## config.mk

```make
export PLATFORM = sky130hd
export DESIGN_NAME = switch_debounce
export DESIGN_NICKNAME = d
export VERILOG_FILES = /design/src/rtl/switch_debounce.sv
export SDC_FILE = /design/constraint.sdc
export NUM_CORES = 1
export LEC_CHECK = 0
export ABC_CLOCK_PERIOD_IN_PS = 2450
export BUFFER_PORTS_ARGS = -buffer_cell sky130_fd_sc_hd__buf_2
export CAP_MARGIN = 15
export CORE_MARGIN = 3
export CORE_UTILIZATION = 40
export CTS_CLUSTER_DIAMETER = 60
export CTS_CLUSTER_SIZE = 25
export DETAILED_ROUTE_END_ITERATION = 8
export PLACE_DENSITY = 0.6
export SETUP_SLACK_MARGIN = 0.05
export SLEW_MARGIN = 10
export SYNTH_ARGS = -nofsm -noshare
export SYNTH_HDL_FRONTEND = slang
export SYNTH_SLANG_ARGS = --single-unit
```

## constraint.sdc

```tcl
create_clock -name clk -period 2.45 [get_ports clk]
set_input_delay 0.735 -clock clk [delete_from_list [all_inputs] [get_ports clk]]
set_output_delay 0.735 -clock clk [all_outputs]
set_load 0.03 [all_outputs]
```

## src/rtl/switch_debounce.sv

```systemverilog
// switch_debounce: 2-flop sync plus tick-prescaled per-bit debounce; ports: clk, rst (async active-low), raw_in pins -> sw_out levels, sw_rise/sw_fall one-cycle edge pulses, tick prescaler strobe
module switch_debounce #(
  parameter int WIDTH        = 24,
  parameter int TICK_DIV     = 100000,
  parameter int STABLE_TICKS = 10
) (
  input  logic             clk,
  input  logic             rst,
  input  logic [WIDTH-1:0] raw_in,
  output logic [WIDTH-1:0] sw_out,
  output logic [WIDTH-1:0] sw_rise,
  output logic [WIDTH-1:0] sw_fall,
  output logic             tick
);
  localparam int CW = $clog2(STABLE_TICKS) + 1;
  localparam int DW = TICK_DIV > 1 ? $clog2(TICK_DIV) : 1;
  localparam logic [CW-1:0] CNT_MAX = CW'(STABLE_TICKS - 1);
  localparam logic [DW-1:0] DIV_MAX = DW'(TICK_DIV - 1);
  logic [WIDTH-1:0] s1_q, s2_q, sw_q, sw_d, rise_q, rise_d, fall_q, fall_d, flip;
  logic [DW-1:0] div_q, div_d;
  logic [CW-1:0] cnt_q [WIDTH];
  logic [CW-1:0] cnt_d [WIDTH];
  assign tick    = div_q == DIV_MAX;
  assign sw_out  = sw_q;
  assign sw_rise = rise_q;
  assign sw_fall = fall_q;
  always_comb begin
    div_d = tick ? '0 : div_q + DW'(1);
    for (int i = 0; i < WIDTH; i++) begin
      flip[i]  = s2_q[i] != sw_q[i] && tick && cnt_q[i] == CNT_MAX;
      cnt_d[i] = (s2_q[i] == sw_q[i] || flip[i]) ? '0 : tick ? cnt_q[i] + CW'(1) : cnt_q[i];
    end
    sw_d   = sw_q ^ flip;
    rise_d = flip & s2_q;
    fall_d = flip & ~s2_q;
  end
  always_ff @(posedge clk or negedge rst) begin
    if (!rst) begin
      s1_q   <= '0;
      s2_q   <= '0;
      sw_q   <= '0;
      rise_q <= '0;
      fall_q <= '0;
      div_q  <= '0;
      cnt_q  <= '{default: '0};
    end else begin
      s1_q   <= raw_in;
      s2_q   <= s1_q;
      sw_q   <= sw_d;
      rise_q <= rise_d;
      fall_q <= fall_d;
      div_q  <= div_d;
      cnt_q  <= cnt_d;
    end
  end
endmodule

```

==> out/qor.txt, run 1 <==
GRT overflow = 0
final instance area = 0.0146 mm²
worst r2r src = div_q[1]
fin crit share = 99.6%
largest cells by area after synthesis = dfrtp_1 52%, ha_1 5.0%, a31oi_1 3.1%, or4_1 2.9%, o21ai_0 2.6%
r2r setup slk = 0.15 ns
synth unique cells = 43
Worst-path clk slew = 0.07 ns
run status = completed
Die H = 182 µm
# IOs = 99
largest net degree at the start of global routing = 95
simple-gate share of the synthesized area = 19.4%
Crit Reg-Reg Endpoint = cnt_q[11]
Area after DPL = 0.0135 mm²
Compound-Gate Fraction of Synth Area = 13.2%
CTS tree = built
CP Launch Type = flop
post-DP HPWL = 17,000 µm
crit path max fanout = 2
final clock skew = 0.0140 ns
Tot GR Track Use = 16.6%
RSZ-0062 raised after global routing = true
global-route wire length before repair = 46,600 µm
Row Count = 63
Final Hold Viols = 0
synthesized flop and latch total = 257
antenna diode count = 0
maximum clock insertion buffer count = 3
Setup crit end kind = primary output
max-capacitance violation count = 0
post-synth design cell area = 0.0123 mm²
initial antenna violation count = 0
Post-Synth Adder-Cell Area = 4.98%
Setup CP Type = reg2out
Max Fclk = 410 MHz
H-tree depth = 1
main combinational cell family by area after synthesis = simple AND/OR/NAND/NOR gates
Crit path arrival time = 1.71 ns
register area share after synthesis = 52.2%
measured slew at the worst slew-check pin = 0.604 ns
cell taking the most area after synthesis = dfrtp_1
Post-synth ARST share = 100%
core area = 0.0300 mm²
most common cell in the netlist = dfrtp_1
Final Max Tran Viols = 0
Synth Flop Type = dfrtp_1
drt first pass iters = 5
Power Dens Cells = 597 mW/mm²
worst hold path class = in2async
share of layout cells above drive strength 1 = 20.5%
syn avg cell area = 10.7 µm²
Syn Nets = 1,226
critical path endpoint = tick
Area Overhead vs Synth = 18.8%
Leak = 0.00687 µW
synth cell count leaders = 257 x dfrtp_1, 63 x o21ai_0, 61 x a31oi_1
vias in the first global route = 9,407
Worst Path Required = 1.71 ns
Placer Congestion = 0.794
routed vias = 9,402
Die ar. = 0.0329 mm²
Synth Area in XOR/XNOR = 4.27%
DR vias/cell = 5.60
DRC viols = 0
WL/cell = 16.9 µm
initial DRC count = 488
Port Buffers = 98
Die Span X = 182 µm
Final #Nets = 1,343
Initial Util = 41.0%
Antenna Violating Nets Remaining = 0
Final setup viols = 0
VDD IR max = 0.000495 V
final WL = 28,300 µm
relative slew slack = 59.7%
post-synthesis mux area share = 2.62%
EDFF count, synth = 0
total CTS buffers = 26
clk sink count = 257
root buffer cell = clkbuf_16
post-synth top area share = 52.2%
crit path time final = 2.44 ns
CP Launch Point = div_q[1]
clk_lat worst skew = 0.54 ns
r2r worst-path depth = 7
Ys Warns = 0
cells after synthesis = 1,151
final total power = 8740 µW
[kinds of logic after synthesis]
kind of cell	after synthesis
buffers and inverters	95
muxes	29
adders and majority gates	49
and+or+nand+nor	406
xor gates and xnor gates	60
DFF	257
AOI/OAI and AO/OA	255
[how the worst min path moves through the flow]
stage,start,endpoint,slack (ns),depth (start not counted)
floorplan,s1_q[0],s2_q[0],0.33,0
global placement,s1_q[8],s2_q[8],0.33,0
detailed placement,s1_q[11],s2_q[11],0.33,0
CTS,rst,s1_q[20],0.19,1
global route,rst,s1_q[20],0.21,1
finish,rst,sw_fall[2],0.18,1
[where the power goes]
| part | switching [µW] | total, µW | internal (µW) |
|---|---|---|---|
| registers | 35.6 | 4320 | 4280 |
| clock network | 1860 | 4200 | 2340 |
| logic | 152 | 226 | 74.8 |
| total | 2050 | 8740 | 6690 |
[placed cells by master (no fill, tap or decap), types with 23 or more instances in the layout]
master | synthesis | layout
nor2_1 | 60 | 59
buf_2 | 14 | 96
o21ai_0 | 63 | 63
and4b_1 | 26 | 26
nand3_1 | 40 | 39
xnor2_1 | 35 | 35
or4_1 | 47 | 46
a31oi_1 | 61 | 61
and3_1 | 45 | 45
clkbuf_16 | 0 | 29
xor2_1 | 25 | 25
inv_1 | 38 | 37
a31o_2 | 30 | 30
buf_4 | 0 | 32
nand2_1 | 55 | 55
nor3_1 | 53 | 51
mux2_2 | 23 | 23
a21oi_1 | 49 | 47
dfrtp_1 | 257 | 255
ha_1 | 49 | 48
[metrics by stage]
| stage | utilization (%) | TNS (ns) | instances | setup WS [ns] | hold slack [ns] |
|---|---|---|---|---|---|
| floorplan | - | 0 | 1151 | 0.202 | 0.331 |
| detailed placement | 45.0 | 0 | 1619 | 0.130 | 0.335 |
| global placement | 45.0 | 0 | 1619 | 0.178 | 0.331 |
| finish | 48.7 | 0 | 1678 | 0.00915 | 0.176 |
| global route | 48.7 | -0.0956 | 1678 | -0.0956 | 0.207 |
| CTS | 48.4 | -0.0446 | 1674 | -0.0446 | 0.190 |
[worst max-delay path, stage by stage, from the launching register on]
cell and delay (ns):
dfrtp_1 0.40, ha_4 0.17, nand3_4 0.09, nor4_4 0.15, nand3_2 0.15, inv_2 0.09
buf_6 0.13
[cell type report]
cell class / instances / area (µm²)
Timing Repair Buffer: 146 / 1080
Tap cell: 390 / 488
Sequential cell: 257 / 6430
Clock inverter: 19 / 219
Inverter: 38 / 143
Clock buffer: 29 / 693
Fill cell: 2755 / 15400
Multi-Input combinational cell: 799 / 5580
[timing repair]
action	4_1_cts	5_1_grt
pin swaps	4	2
hold endpoints to repair	0	0
cloned	0	2
setup endpoints to repair	1	25
hold buffers	0	0
gates resized for setup	14	5
setup buffers	7	2
[registers in the layout (all words and copies together), names as in the netlist]
name and cells:
sw_out 24, s1_q 24, sw_fall 24, sw_rise 24
cnt_q 120, div_q 17, s2_q 24
[metal layers]
| layer | wire, µm | GRT usage, % |
|---|---|---|
| met1 | 13000 | 22.4 |
| met2 | 13700 | 28.5 |
| met3 | 1090 | 2.38 |
| met4 | 468 | 3.66 |
| met5 | 0 | 0 |
(Power assumes the default switching activity.)
==> run 2, diff against run 1 <==
--- a/config.mk
+++ b/config.mk
@@ -8,12 +8,15 @@
 export ABC_CLOCK_PERIOD_IN_PS = 2450
 export BUFFER_PORTS_ARGS = -buffer_cell sky130_fd_sc_hd__buf_2
 export CAP_MARGIN = 15
+export CELL_PAD_IN_SITES_DETAIL_PLACEMENT = 0
+export CELL_PAD_IN_SITES_GLOBAL_PLACEMENT = 1
 export CORE_MARGIN = 3
 export CORE_UTILIZATION = 40
 export CTS_CLUSTER_DIAMETER = 60
 export CTS_CLUSTER_SIZE = 25
 export DETAILED_ROUTE_END_ITERATION = 8
-export PLACE_DENSITY = 0.6
+export PLACE_DENSITY = 0.72
+export REMOVE_ABC_BUFFERS = 1
 export SETUP_SLACK_MARGIN = 0.05
 export SLEW_MARGIN = 10
 export SYNTH_ARGS = -nofsm -noshare
==> constraint.sdc (replaced) <==
create_clock -name clk -period 2.45 [get_ports clk]
set_input_delay 0.735 -clock clk [delete_from_list [all_inputs] [get_ports clk]]
set_output_delay 0.735 -clock clk [all_outputs]
set_load 0.01 [all_outputs]
==> run 2 against run 1 <==
Effect of this change: count of clock-buffer cells in the layout decreased by 1; critical path depth fell by 1; the flow now finishes with violations (setup timing); utilization decreased by 0.30 points; clock power up 2%; critical path type unchanged; clock skew up 0.0076 ns; highest routed layer unchanged.
==> out/qor.txt, run 2 (synthesized netlist as in run 1, its figures left out) <==
run status = complete, but fails checks
failing checks = setup timing
critical path's top delay family = simple AND/OR/NAND/NOR gates
Metal-1 WL = 13,400 µm
Final Hold Viols = 0
initial DRC count = 572
Area Overhead vs Synth = 18.1%
# IOs = 99
met3 wire length = 828 µm
CTS tree = built
worst stage delay on the critical path = 0.40 ns
worst r2r src = div_q[0]
maximum clock insertion buffer count = 3
final WL = 28,000 µm
GRT overflow = 0
WHS = 0.106 ns
crit path cell chain = nand2b_4 > nor4_2 > nand3_1 > inv_2 > buf_6
Final TNS setup = -0.0487 ns
Max Fclk = 400 MHz
root buffer cell = clkbuf_16
Area after DPL = 0.0134 mm²
RSZ-0062 raised after global routing = true
fin crit share = 102%
CP Launch Type = flop
Cells after DPL = 1,614
post-DP HPWL = 17,000 µm
VDD IR max = 0.000592 V
pre-CTS setup slack = 0.0914 ns
crit path time final = 2.50 ns
final clock skew = 0.0217 ns
drt first pass iters = 5
r2r setup slk = 0.13 ns
final instance area = 0.0146 mm²
vias in the first global route = 9,307
core area = 0.0300 mm²
clk sink count = 257
Die ar. = 0.0329 mm²
Leak = 0.00681 µW
routed vias = 9,358
global-route wire length before repair = 46,800 µm
Tot GR Track Use = 16.7%
H-tree depth = 1
r2r worst-path depth = 8
share of layout cells above drive strength 1 = 19.9%
non-filler cells, final = 1,671
initial antenna violation count = 0
Crit path arrival time = 1.76 ns
Setup crit end kind = primary output
CP Depth = 5
relative slew slack = 59.9%
most common cell after layout, fill and taps aside = dfrtp_1
Port Buffers = 98
Die H = 182 µm
Crit Reg-Reg Endpoint = cnt_q[2]
crit path max fanout = 5
Placer Congestion = 0.789
Die Span X = 182 µm
Filler cells = 2,751
clk_lat worst skew = 0.56 ns
CP bufs+invs = 2
largest net degree at the start of global routing = 86
DR WL met2 = 13,100 µm
Biggest register = cnt_q
max-capacitance violation count = 0
measured slew at the worst slew-check pin = 0.596 ns
max layer used = met4
worst hold path class = in2async
slowest cell on the critical path = dfrtp_1
final worst setup slack = -0.0487 ns
Final setup viols = 1
Row Count = 63
WL/cell = 16.7 µm
antenna diode count = 0
DRC viols = 0
Power Dens Cells = 606 mW/mm²
commonest cells after routing, fill and taps aside = 256 x dfrtp_1, 96 x buf_2, 63 x o21ai_0
max reg flops = 120
Initial Util = 41.0%
Final #Nets = 1,336
hold buffers post-CTS = 0
Antenna Violating Nets Remaining = 0
Setup CP Type = reg2out
Worst Path Required = 1.71 ns
Worst-path clk slew = 0.08 ns
Final Max Tran Viols = 0
DR vias/cell = 5.60
total CTS buffers = 26
-- run 2: cell count changes in the layout (fill, tap and decap cells not counted), sizes merged --
cell	previous run	this run
buf	144	137
bufinv	2	0
or4	47	49
clkinv	5	9
clkinvlp	2	0
clkbuf	31	28
inv	48	49
-- run 2: final cells by class --
cell class                 count  area, µm²  area share [%]
sequential                   257       6430            44.2
tap                          390        488            3.35
inverter                      38        143           0.980
clock inverter                20        285            1.96
multi-input combinational    801       5580            38.3
clock buffer                  28        668            4.59
timing repair buffer         137        956            6.57
-- run 2: how the worst max path moves through the flow --
stage | end | slack [ns] | startpoint
2_1_floorplan | cnt_q[87] | -5.33 | div_q[0]
3_3_place_gp | cnt_q[99] | 0.16 | div_q[0]
3_5_place_dp | cnt_q[65] | 0.09 | div_q[0]
4_1_cts | tick | -0.09 | div_q[1]
5_1_grt | tick | -0.16 | div_q[1]
6_report | tick | -0.05 | div_q[11]
-- run 2: worst register-to-register path, cell delays in order, from the launching register on --
cell and delay (ns):
dfrtp_1 0.35, ha_2 0.19, nand3_2 0.09, buf_4 0.17, or4_4 0.63, buf_6 0.17
nor2_4 0.20, buf_12 0.25, a41o_1 0.21
-- run 2: per-stage QoR --
stage               util, %  total power, µW
CTS                    48.2             8980
floorplan                 -             4460
finish                 48.5             8810
detailed placement     44.7             4620
global route           48.5             9180
global placement       44.7             4620
-- run 2: per-layer routing --
metal	vias to the layer above	GRT usage [%]
met5	-	0
met4	0	4.60
met3	41	2.28
met2	125	28.1
met1	4682	22.7
li1	4510	-
-- run 2: what timing repair did --
action,in CTS,in global routing
pin swaps,3,8
gates resized for setup,7,11
endpoints found under the setup margin,1,49
setup buffers,5,2
gates cloned,0,2
-- run 2: power breakdown --
group	internal, µW	total [µW]	leakage [µW]	switching (µW)
clock	2180	4290	0.000458	2100
sequential	4280	4310	0.00347	36.3
combinational	65.7	214	0.00289	148
total	6530	8810	0.00681	2290
==> run 3, diff against run 2 <==
--- a/config.mk
+++ b/config.mk
@@ -18,6 +18,7 @@
 export PLACE_DENSITY = 0.72
 export REMOVE_ABC_BUFFERS = 1
 export SETUP_SLACK_MARGIN = 0.05
+export SKIP_LAST_GASP = 1
 export SLEW_MARGIN = 10
 export SYNTH_ARGS = -nofsm -noshare
 export SYNTH_HDL_FRONTEND = slang
==> constraint.sdc (replaced) <==
create_clock -name clk -period 2.45 [get_ports clk]
set_input_delay 0 -clock clk [delete_from_list [all_inputs] [get_ports clk]]
set_output_delay 0 -clock clk [all_outputs]
set_load 0.01 [all_outputs]
==> run 3 against run 2 <==
Effect of this change: the flow now finishes without violations; clock skew shrank 0.0072 ns; highest routed layer unchanged; fmax increased by 10%; sequential power hardly changed; first-iteration DRC count is 13% lower; critical path depth is 2 higher; utilization up 0.43 points.
==> out/qor.txt, run 3 (synthesized netlist as in run 1, its figures left out) <==
Crit Reg-Reg Endpoint = cnt_q[57]
Setup CP Type = reg2reg
Cells after DPL = 1,614
Port Buffers = 98
non-filler cells, final = 1,690
worst r2r src = div_q[0]
measured slew at the worst slew-check pin = 0.695 ns
final WL = 27,300 µm
critical path endpoint = cnt_q[57]
maximum clock insertion buffer count = 3
Die ar. = 0.0329 mm²
Crit path arrival time = 2.74 ns
Setup crit end kind = flop
initial antenna violation count = 1
Final TNS setup = 0 ns
routed vias = 9,335
relative slew slack = 53.0%
total CTS buffers = 27
clk_lat worst skew = 0.55 ns
Power Dens Cells = 611 mW/mm²
final clock skew = 0.0145 ns
Final setup viols = 0
RSZ-0062 raised after global routing = false
crit path time final = 2.26 ns
Initial Util = 41.0%
switch share = 23.0%
DR vias/cell = 5.52
largest net degree at the start of global routing = 80
core area = 0.0300 mm²
initial DRC count = 497
P_int = 6900 µW
crit path max fanout = 48
Leak = 0.00691 µW
CP Launch Type = flop
Final Hold Viols = 0
fin crit share = 92.3%
Placer Congestion = 0.758
Row Count = 63
r2r worst-path depth = 7
r2r setup slk = 0.19 ns
H-tree depth = 1
clk sink count = 257
Final #Nets = 1,354
most common cell after layout, fill and taps aside = dfrtp_1
root buffer cell = clkbuf_16
Final Max Tran Viols = 0
Die Span X = 182 µm
Clk network pwr share = 49.1%
vias in the first global route = 9,258
Worst-path clk slew = 0.07 ns
Max Fclk = 442 MHz
CTS tree = built
share of power burned in registers = 48.1%
setup bufs post-CTS = 0
commonest cells after routing, fill and taps aside = 257 x dfrtp_1, 97 x buf_2, 63 x o21ai_0
# IOs = 99
Die H = 182 µm
P_sw = 2060 µW
GRT overflow = 0
Antenna Violating Nets Remaining = 0
max-capacitance violation count = 0
max reg flops = 120
antenna diode count = 0
Area Overhead vs Synth = 19.2%
global-route wire length before repair = 46,700 µm
share of layout cells above drive strength 1 = 18.5%
DRC viols = 0
WL/cell = 16.2 µm
post-DP HPWL = 17,100 µm
Tot GR Track Use = 16.6%
Biggest register = cnt_q
Worst Path Required = 2.93 ns
VDD IR max = 0.000533 V
run status = completed
CP Launch Point = div_q[0]
Gate power share = 2.7%
drt first pass iters = 5
worst hold path class = in2async
==> run 3: timing repair <==
item | 4_1_cts | 5_1_grt
setup endpoints to repair | 0 | 1
resized for setup | 0 | 1
endpoints found under the hold margin | 281 | 0
hold buffers | 26 | 0
==> run 3: worst min-delay path by stage <==
stage / from / to / slack, ns / cells past startpoint
4_1_cts: rst / s1_q[12] / 0.04 / 3
2_1_floorplan: rst / cnt_q[0] / -0.30 / 0
3_3_place_gp: rst / s1_q[12] / -0.06 / 1
6_report: rst / s1_q[12] / 0.05 / 3
3_5_place_dp: rst / s1_q[12] / -0.06 / 1
5_1_grt: rst / s1_q[12] / 0.07 / 3
==> run 3: power by group through the flow <==
stage               registers (µW)  clock network [µW]  logic (µW)
CTS                           4320                4550         255
global route                  4320                4720         281
detailed placement            4400                   0         219
floorplan                     4390                   0        69.5
global placement              4400                   0         220
finish                        4320                4410         244
==> run 3: worst max-delay path: stages, from the launching register on <==
cell	delay [ns]
dfrtp_1	0.39
ha_1	0.21
nand3_2	0.09
or4_4	0.64
buf_12	0.22
nor2_4	0.13
buf_12	0.25
a41o_1	0.21
==> run 3: layer usage <==
layer	vias up	share of wire, %	global-route usage [%]
met5	-	0	0
met4	0	2.0	4.11
met3	38	3.5	2.36
met2	143	46	27.3
met1	4623	49	23.3
li1	4531	-	-
==> run 3: stage by stage <==
| step | area, µm² | setup slack [ns] | power, µW | hold WS, ns | util [%] |
|---|---|---|---|---|---|
| floorplan | 12100 | -5.33 | 4460 | -0.296 | - |
| global placement | 13400 | 0.214 | 4620 | -0.0641 | 44.7 |
| detailed placement | 13400 | 0.203 | 4620 | -0.0643 | 44.7 |
| CTS | 14700 | 0.125 | 9120 | 0.0400 | 48.9 |
| global route | 14700 | 0.0552 | 9320 | 0.0700 | 48.9 |
| finish | 14700 | 0.189 | 8970 | 0.0513 | 48.9 |
==> run 3: area by class of cell <==
type,instances,area [µm²]
Fill cell,2732,15400
Sequential cell,257,6430
Multi-Input combinational cell,799,5500
Timing Repair Buffer,156,1150
Clock buffer,31,731
Tap cell,390,488
Clock inverter,19,239
Inverter,38,143
